**src/rtl/set_sched_pkg.sv**
```systemverilog
// Shared state encoding and field widths for the SET job scheduler.
package set_sched_pkg;

    typedef enum logic [1:0] {
        IDLE,
        ISSUE,
        WAIT,
        RESP
    } state_t;

    localparam int CEN_W  = 24;
    localparam int RAD_W  = 12;
    localparam int MODE_W = 2;
    localparam int CAND_W = 8;

    localparam logic [MODE_W-1:0] MODE_INVALID = 2'd3;

endpackage

```
**src/rtl/set_job_sched_rr_arbiter.sv**
```systemverilog
// Combinational round-robin pick over full slots, searching from last+1.
module rr_arbiter #(
    parameter int NREQ = 4
) (
    input  logic [NREQ-1:0]         i_req,
    input  logic [$clog2(NREQ)-1:0] i_last,
    input  logic                    i_en,
    output logic [NREQ-1:0]         o_gnt,
    output logic [$clog2(NREQ)-1:0] o_idx
);
    localparam int IW = $clog2(NREQ);

    logic [2*NREQ-1:0] w_dbl;
    logic [2*NREQ-1:0] w_sh;
    logic [NREQ-1:0]   w_rot;
    logic [IW:0]       w_base;
    logic              w_hit;

    // Doubling the vector lets a plain shift act as a rotate, even for
    // NREQ that is not a power of two.
    assign w_base = {1'b0, i_last} + (IW+1)'(1);
    assign w_dbl  = {i_req, i_req};
    assign w_sh   = w_dbl >> w_base;
    assign w_rot  = w_sh[NREQ-1:0];

    always_comb begin
        o_gnt = '0;
        o_idx = '0;
        w_hit = 1'b0;
        for (int k = 0; k < NREQ; k++) begin
            if (i_en && !w_hit && w_rot[k]) begin
                w_hit = 1'b1;
                o_idx = IW'((int'(w_base) + k) % NREQ);
            end
        end
        if (w_hit) begin
            o_gnt = NREQ'(1) << o_idx;
        end
    end

endmodule

```
**src/rtl/set_job_sched.sv**
```systemverilog
// Shares one SET engine between NREQ requesters, one job in flight.
module set_job_sched
    import set_sched_pkg::*;
#(
    parameter int NREQ    = 4,
    parameter int TIMEOUT = 256
) (
    input  logic                    clk,
    input  logic                    rst,
    input  logic [NREQ-1:0]         req_valid,
    output logic [NREQ-1:0]         req_ready,
    input  logic [NREQ*CEN_W-1:0]   req_central,
    input  logic [NREQ*RAD_W-1:0]   req_radius,
    input  logic [NREQ*MODE_W-1:0]  req_mode,
    output logic                    set_en,
    output logic [CEN_W-1:0]        set_central,
    output logic [RAD_W-1:0]        set_radius,
    output logic [MODE_W-1:0]       set_mode,
    input  logic                    set_busy,
    input  logic                    set_valid,
    input  logic [CAND_W-1:0]       set_candidate,
    output logic                    res_valid,
    input  logic                    res_ready,
    output logic [$clog2(NREQ)-1:0] res_id,
    output logic [CAND_W-1:0]       res_candidate,
    output logic                    res_err
);
    localparam int IW = $clog2(NREQ);
    localparam int CW = $clog2(TIMEOUT + 1);
    localparam logic [CW-1:0] CNT_LAST = CW'(TIMEOUT - 1);
    localparam logic [CW-1:0] CNT_MAX  = {CW{1'b1}};

    state_t r_state;
    state_t w_next;

    logic [NREQ-1:0]             r_full;
    logic [NREQ-1:0]             w_acc;
    logic [NREQ-1:0]             w_gnt;
    logic [NREQ-1:0][CEN_W-1:0]  r_cen;
    logic [NREQ-1:0][RAD_W-1:0]  r_rad;
    logic [NREQ-1:0][MODE_W-1:0] r_mode;
    logic [IW-1:0]               r_last;
    logic [IW-1:0]               w_idx;
    logic [CEN_W-1:0]            r_set_cen;
    logic [RAD_W-1:0]            r_set_rad;
    logic [MODE_W-1:0]           r_set_mode;
    logic [CW-1:0]               r_cnt;
    logic                        r_res_valid;
    logic                        r_res_err;
    logic [IW-1:0]               r_res_id;
    logic [CAND_W-1:0]           r_res_cand;
    logic                        w_set_en;
    logic                        w_done;
    logic                        w_err;
    logic [CAND_W-1:0]           w_cand;

    assign w_acc = req_valid & ~r_full;

    rr_arbiter #(.NREQ(NREQ)) u_arb (
        .i_req  (r_full),
        .i_last (r_last),
        .i_en   (r_state == IDLE),
        .o_gnt  (w_gnt),
        .o_idx  (w_idx)
    );

    always_ff @(posedge clk) begin
        if (rst) begin
            r_full <= '0;
            r_cen  <= '0;
            r_rad  <= '0;
            r_mode <= '0;
        end else begin
            for (int i = 0; i < NREQ; i++) begin
                if (w_acc[i]) begin
                    r_full[i] <= 1'b1;
                    r_cen[i]  <= req_central[i*CEN_W +: CEN_W];
                    r_rad[i]  <= req_radius[i*RAD_W +: RAD_W];
                    r_mode[i] <= req_mode[i*MODE_W +: MODE_W];
                end else if (w_gnt[i]) begin
                    r_full[i] <= 1'b0;
                end
            end
        end
    end

    // The issue register doubles as the engine payload, so it stays
    // stable from ISSUE until the next grant.
    always_ff @(posedge clk) begin
        if (rst) begin
            r_last     <= IW'(NREQ - 1);
            r_set_cen  <= '0;
            r_set_rad  <= '0;
            r_set_mode <= '0;
        end else if (|w_gnt) begin
            r_last     <= w_idx;
            r_set_cen  <= r_cen[w_idx];
            r_set_rad  <= r_rad[w_idx];
            r_set_mode <= r_mode[w_idx];
        end
    end

    always_comb begin
        w_next   = r_state;
        w_set_en = 1'b0;
        w_done   = 1'b0;
        w_err    = 1'b0;
        w_cand   = '0;
        unique case (r_state)
            IDLE: begin
                if (|w_gnt) w_next = ISSUE;
            end
            ISSUE: begin
                if (r_set_mode == MODE_INVALID) begin
                    w_next = RESP;
                    w_done = 1'b1;
                    w_err  = 1'b1;
                end else if (!set_busy) begin
                    w_set_en = 1'b1;
                    w_next   = WAIT;
                end
            end
            WAIT: begin
                if (set_valid) begin
                    w_next = RESP;
                    w_done = 1'b1;
                    w_cand = set_candidate;
                end else if (r_cnt == CNT_LAST) begin
                    w_next = RESP;
                    w_done = 1'b1;
                    w_err  = 1'b1;
                end
            end
            RESP: begin
                if (res_ready) w_next = IDLE;
            end
            default: w_next = IDLE;
        endcase
    end

    always_ff @(posedge clk) begin
        if (rst) begin
            r_state <= IDLE;
        end else begin
            r_state <= w_next;
        end
    end

    always_ff @(posedge clk) begin
        if (rst || w_set_en) begin
            r_cnt <= '0;
        end else if (r_state == WAIT && r_cnt != CNT_MAX) begin
            r_cnt <= r_cnt + CW'(1);
        end
    end

    always_ff @(posedge clk) begin
        if (rst) begin
            r_res_valid <= 1'b0;
            r_res_id    <= '0;
            r_res_cand  <= '0;
            r_res_err   <= 1'b0;
        end else if (w_done) begin
            r_res_valid <= 1'b1;
            r_res_id    <= r_last;
            r_res_cand  <= w_cand;
            r_res_err   <= w_err;
        end else if (r_state == RESP && res_ready) begin
            r_res_valid <= 1'b0;
        end
    end

    assign req_ready     = ~r_full;
    assign set_en        = w_set_en;
    assign set_central   = r_set_cen;
    assign set_radius    = r_set_rad;
    assign set_mode      = r_set_mode;
    assign res_valid     = r_res_valid;
    assign res_id        = r_res_id;
    assign res_candidate = r_res_cand;
    assign res_err       = r_res_err;

endmodule

```
**config.mk**
```make
export PLATFORM = sky130hd
export DESIGN_NAME = set_job_sched
export DESIGN_NICKNAME = d
export VERILOG_FILES = /design/src/rtl/set_sched_pkg.sv /design/src/rtl/set_job_sched_rr_arbiter.sv /design/src/rtl/set_job_sched.sv
export SDC_FILE = /design/constraint.sdc
export NUM_CORES = 1
export LEC_CHECK = 0
export BUFFER_PORTS_ARGS = -buffer_cell sky130_fd_sc_hd__buf_2
export CAP_MARGIN = 30
export CORE_MARGIN = 5
export CORE_UTILIZATION = 31
export DETAILED_ROUTE_END_ITERATION = 6
export PLACE_DENSITY = 0.56
export SYNTH_ARGS = -nofsm -noshare
export SYNTH_HDL_FRONTEND = slang
export SYNTH_SLANG_ARGS = --single-unit
```
**constraint.sdc**
```tcl
create_clock -name clk -period 3 [get_ports clk]
set_input_delay 0.15 -clock clk [delete_from_list [all_inputs] [get_ports clk]]
set_output_delay 0.15 -clock clk [all_outputs]
set_load 0.02 [all_outputs]
```
# Yosys cells after proc, flatten, opt, wreduce, memory -nomap -nowiden
# Index checks and enable logic that the tools add are counted.
# word_totals
inputBits,169
out_inout_bits,55
elab_cells,110
ff_bits,219
# classes
add_sub_neg,5
n_lt_le_gt_ge,1
reduce_logical,21
n_bitwise,2
shifts,2
eq_ne,10
n_mux,43
# op_table
op,count
$bmux 24 s2,1
$bmux 12 s2,1
$mux 24,1
$mux 2,11
$mux 1,21
$mux 8,2
$mux 12,1
$reduce_bool 2->1,5
$add 9x1->9 const B,1
$eq 9x8->1 const B,1
$logic_and 1x1->1,9
$ne 9x9->1 const B,1
$pmux 2 s4,1
$shr 8x3->4,1
$eq 2x2->1 const B,3
$ne 3x3->1 const B,2
$add 2x2->2 const B,2
$and 4x4->4,1
$bmux 2 s2,1
$mux 4,1
$ne 2x2->1 const B,2
$not 4->4,1
$pmux 1 s2,2
$reduce_and 4->1,1
9 further kinds,11

# Longest topological paths before layout
# logic_depth
word_depth,21
mapped_depth,12
depth_no_buf,10

# By module
# From an unflattened synthesis, not the netlist that was laid out.
# hier_totals
hier_cells,1056
hier_area_um2,8924.8
# by_module_without_submodules
mod,seq_area_each_um2,cells_each,area_per_inst_um2,n_inst
set_job_sched,4384.2,1022,8662.1,1
rr_arbiter,0.0,34,262.8,1

# Worst setup path after synthesis
# No wires, ideal clock.
# synth_timing
path_kind,flip-flop to flip-flop
from,register r_state[0]
to,register r_set_cen[10] (netlist: set_central[10])
t_required_ns,2.872
period_less_slack_ns,2.231
arrival_time_ns,2.104
path_stages_with_launch,12
n_path_buf,3
setup_ns,0.128
path_slack_ns,0.769
path_cell_list,dfxtp_1 inv_1 ha_1 buf_2 nor4b_2 o21ai_0 mux2i_1 a221o_1 buf_6 buf_6 a31oi_1 o221ai_2
# synth_between
elab_chain_len,18
word_cells_on_any_way,24
classes_between,1 x shift; 11 x mux; 12 x reduce/logical
# synth_rtl
item,line,text
start: declaration,set_job_sched.sv:33,state_t r_state;
start signal: assignment,set_job_sched.sv:145,r_state <= w_next;
$logic_not 2->1 (*),set_job_sched.sv:62,".i_en (r_state == IDLE),"
$logic_and 1x1->1,set_job_sched_rr_arbiter.sv:31,if (i_en && !w_hit && w_rot[k]) begin
$mux 1,set_job_sched_rr_arbiter.sv:31,
$logic_not 1->1,set_job_sched_rr_arbiter.sv:31,
$logic_and 1x1->1 (2 in series),set_job_sched_rr_arbiter.sv:31,
$mux 1,set_job_sched_rr_arbiter.sv:31,
$logic_not 1->1,set_job_sched_rr_arbiter.sv:31,
$logic_and 1x1->1 (2 in series),set_job_sched_rr_arbiter.sv:31,
$mux 1,set_job_sched_rr_arbiter.sv:31,
$logic_not 1->1,set_job_sched_rr_arbiter.sv:31,
$logic_and 1x1->1 (2 in series),set_job_sched_rr_arbiter.sv:31,
$mux 2,set_job_sched_rr_arbiter.sv:31,
$shl 1x2->4,set_job_sched_rr_arbiter.sv:37,o_gnt = NREQ'(1) << o_idx;
$mux 4,set_job_sched_rr_arbiter.sv:36,if (w_hit) begin
$reduce_or 4->1,set_job_sched.sv:95,end else if (|w_gnt) begin
end signal: assignment,set_job_sched.sv:97,r_set_cen <= r_cen[w_idx];
end: declaration,set_job_sched.sv:44,logic [CEN_W-1:0] r_set_cen;
# Mark *: on every way between the ends. The rest lies on a longest branch, timed or not. The select of a mux whose other input is x is not followed.
# A chain may end at the register's enable or synchronous reset.

# Worst setup path after layout
# layout_timing
from,register r_last[1]
to,register r_set_rad[11] (netlist: set_radius[11])
# layout_between
elab_chain_len,19
word_cells_on_any_way,28
classes_between,4 x add/sub; 2 x shift; 11 x mux; 11 x reduce/logical
# layout_rtl
item,line,text
start: declaration,set_job_sched.sv:42,logic [IW-1:0] r_last;
start signal: assignment,set_job_sched.sv:91,r_last <= IW'(NREQ - 1);
start signal: assignment,set_job_sched.sv:96,r_last <= w_idx;
$add 2x1->3 (*),set_job_sched_rr_arbiter.sv:21,"assign w_base = {1'b0, i_last} + (IW+1)'(1);"
$shr 8x3->4,set_job_sched_rr_arbiter.sv:23,assign w_sh = w_dbl >> w_base;
$logic_and 1x1->1,set_job_sched_rr_arbiter.sv:31,
$mux 1,set_job_sched_rr_arbiter.sv:31,
$logic_not 1->1,set_job_sched_rr_arbiter.sv:31,
$logic_and 1x1->1 (2 in series),set_job_sched_rr_arbiter.sv:31,
$mux 1,set_job_sched_rr_arbiter.sv:31,
$logic_not 1->1,set_job_sched_rr_arbiter.sv:31,
$logic_and 1x1->1 (2 in series),set_job_sched_rr_arbiter.sv:31,
$mux 1,set_job_sched_rr_arbiter.sv:31,
$logic_not 1->1,set_job_sched_rr_arbiter.sv:31,
$logic_and 1x1->1 (2 in series),set_job_sched_rr_arbiter.sv:31,
$mux 2,set_job_sched_rr_arbiter.sv:31,
$shl 1x2->4,set_job_sched_rr_arbiter.sv:37,
$mux 4,set_job_sched_rr_arbiter.sv:36,
$reduce_or 4->1,set_job_sched.sv:95,
end signal: assignment,set_job_sched.sv:98,r_set_rad <= r_rad[w_idx];
end: declaration,set_job_sched.sv:45,logic [RAD_W-1:0] r_set_rad;
# Marked as above.

==> run summary <==
die span in y = 187 um
Critical Path AT = 3.18 ns
cell breakdown of the critical path = and4bb_2 > o311ai_0 > nand3_2 > buf_12 > a31oi_1 > o221ai_1
Worst setup EP type = register
Netlist Area Pre-Place = 9700 um^2
Fin. Hold Viols = 0
Remaining DRCs = 0
register-to-register setup slack = 0.21 ns
RSZ-0062 raised after global routing = false
PwrDens = 809 nW/um^2
Synth area leader = dfxtp_1
outcome = complete, no violations
fmax = 0.358 GHz
Synth-to-Final Area Change = 40.3%
CTS sink count = 219
final slew viol count = 0
mux share of post-synthesis cell area = 4.68%
hold endpoint = r_rad[38]
CP startpoint kind = register
Starting Density = 31.6%
Seq/Total Area, Yosys = 45.2%
Clock Path Buffers = 3
layout cell share with drive strength beyond 1 = 23.7%
CTS tree = built
I/O pin count = 224
TritonRoute pass-1 iters = 7
Pleak = 5.75 nW
Root Buffer = clkbuf_16
Total Power = 11.0 mW
drt initial violations = 652
Unique masters post-synth = 56
nets = 1,728
R2R depth = 6
CP Max Fanout = 15
hold path cells = 2
Crit-path slowest cell = dfxtp_1
Core Area = 30,700 um^2
reg2reg end = set_radius[11]
Req. time, crit path = 3.39 ns
Setup Skew = 0.0199 ns
Worst path top cell family by delay = compound AO/OA/AOI/OAI gates
syn avg cell area = 7.99 um^2
wire per inst = 18.2 um
DP HPWL = 22,600 um
setup TNS = 0 ns
antenna-violating nets left = 0
register bit count reported by yosys = 219
total grt overflow = 0
VDD IR max = 0.413 mV
YS warnings = 0
# fillers = 3,099
Post-CTS Setup Inserts = 0
post-synthesis compound-gate area fraction = 18.3%
reg-to-reg startpoint = r_last[1]
main combinational cell family by area after synthesis = simple AND/OR/NAND/NOR gates
CP peak stage delay = 0.62 ns
Post-Syn Nets = 1,391
adder-cell area share of the yosys netlist = 0.903%
minimum clock period after layout = 2.79 ns
worst-margin pin slew = 0.865 ns
area share of the largest cell type after synthesis = 45.2%
H-tree depth = 1
TritonCTS buffer count = 25
Clk pin slew, worst setup/hold paths = 0.06 ns
vias per cell = 5.10
vias in the first global route = 10,100
Clock Latency Late Sink = 0.53 ns
ranking of synthesized cells by area = dfxtp_1, nand2_1, a21oi_1
Die Area = 34,900 um^2
Post-synth top flop = dfxtp_1
hold_sp = rst
IO buf count = 223
die width = 187 um
first-pass GRT wire length = 55,600 um
standard-cell rows = 64
Hold/Removal Path Class = in2reg
GRT Total Usage = 19.5%
initial antenna violation count = 2
Final period util = 93.1%
Slew headroom = 42.2%
largest net degree at the start of global routing = 111
final setup vio count = 0
CP Class = reg2reg
Synth async-reset ratio = 0%
cell count after synthesis = 1,215
PostCTS Resize Cnt = 0
worst path bufs/invs = 1
max_cap viols = 0
GPL Wtd Cong = 0.823
Synth Area in Simple Gates = 24.5%
Synth Area in XOR/XNOR = 0.722%
count of flip-flops with a built-in enable after synthesis = 0
Detailed Route WL = 35,800 um
Vias = 10,000
## cells in the mapped netlist, types with 6 or more instances
library cell and count:
inv_1 11, or2_2 39, a21oi_1 171, buf_1 11, dfxtp_1 219, buf_6 11, o221ai_2 20, a31oi_1 38
xor2_1 6, buf_2 13, nand3_1 9, nor2b_1 6, mux2i_1 42, o221ai_1 18, nand4_1 48, nand2_1 327
nor2_1 96, ha_1 7, clkbuf_1 69
## placed cells by master (no fill, tap or decap), types with 38 or more instances in the layout
| master | count |
|---|---|
| mux2i_1 | 42 |
| dlygate4sd3_1 | 164 |
| nor2_1 | 96 |
| a31oi_1 | 38 |
| or2_2 | 39 |
| dfxtp_1 | 219 |
| a21oi_1 | 171 |
| nand4_1 | 48 |
| buf_2 | 222 |
| nand2_1 | 323 |
## logic make-up (layout without fill, tap and decap cells)
logic type               count (synthesis)  in the layout
AND/OR/NAND/NOR                        543            543
other                                    0              2
XOR/XNOR                                 8              8
multiplexers                            44             44
buffers and inverters                  119            471
AO/OA/AOI/OAI                          275            275
flip-flops                             219            219
adder cells (fa/ha/maj)                  7              7
## worst register-to-register path: stages, from the launching register on
cell and delay [ns]:
dfxtp_1 0.62, and4bb_2 0.30, o311ai_0 0.56, nand3_2 0.52, buf_12 0.33, a31oi_1 0.21
o221ai_1 0.13
## metal layers
layer,vias to the layer above,GRT usage [%],routed length [um]
li1,4848,-,-
met1,4725,25.5,15800
met5,-,0,0
met4,0,7.68,1400
met3,85,3.30,2070
met2,370,32.1,16600
## layout make-up
cell class              instances  area, um^2  area share [%]
flip-flops and latches        219        4380            32.2
diodes                          2        5.00          0.0368
clock buffers                  35         713            5.24
multi-input cells             877        4840            35.6
repair buffers                417        3090            22.7
clock inverters                 7        41.3           0.303
inverters                      12        45.0           0.331
well taps                     396         495            3.64
## flip-flops by register name, summed over array words and instances, names as in the netlist
signal         cells
res_err            1
r_cen             96
res_id             2
r_cnt              9
r_rad             48
set_central       24
res_valid          1
r_full             4
r_last             2
res_candidate      8
set_radius        12
r_mode             8
set_mode           2
r_state            2
## worst max-delay path by stage
stage,slack [ns],to,cells after the start,start
floorplan,0.77,set_central[10],11,r_state[0]
global placement,0.44,set_central[16],8,r_last[0]
detailed placement,0.25,set_radius[11],6,r_last[1]
CTS,0.24,set_radius[11],6,r_last[1]
global route,0.02,set_radius[0],6,r_last[1]
finish,0.21,set_radius[11],6,r_last[1]
## what timing repair did
action                                  4_1_cts  5_1_grt
endpoints found under the hold margin       162        0
hold buffers                                164        0
endpoints found under the setup margin        0        0
## power by group
| part | internal, mW | switching [mW] | leakage, nW |
|---|---|---|---|
| Clock | 1.64 | 1.21 | 0.374 |
| Combinational | 1.73 | 2.78 | 3.58 |
| Sequential | 3.32 | 0.322 | 1.80 |
| Total | 6.69 | 4.32 | 5.75 |
## through the flow
step                setup WS [ns]  utilization [%]  instance area, um^2  instances  hold slack [ns]
floorplan                   0.769                -                 9700       1215            0.286
global placement            0.436             36.5                11200       1757            0.395
detailed placement          0.251             36.5                11200       1757            0.397
CTS                         0.244             44.3                13600       1963         0.000982
global route               0.0219             44.3                13600       1965           0.0176
finish                      0.207             44.3                13600       1965           0.0155
No activity file was read; power rests on OpenSTA's default activity.
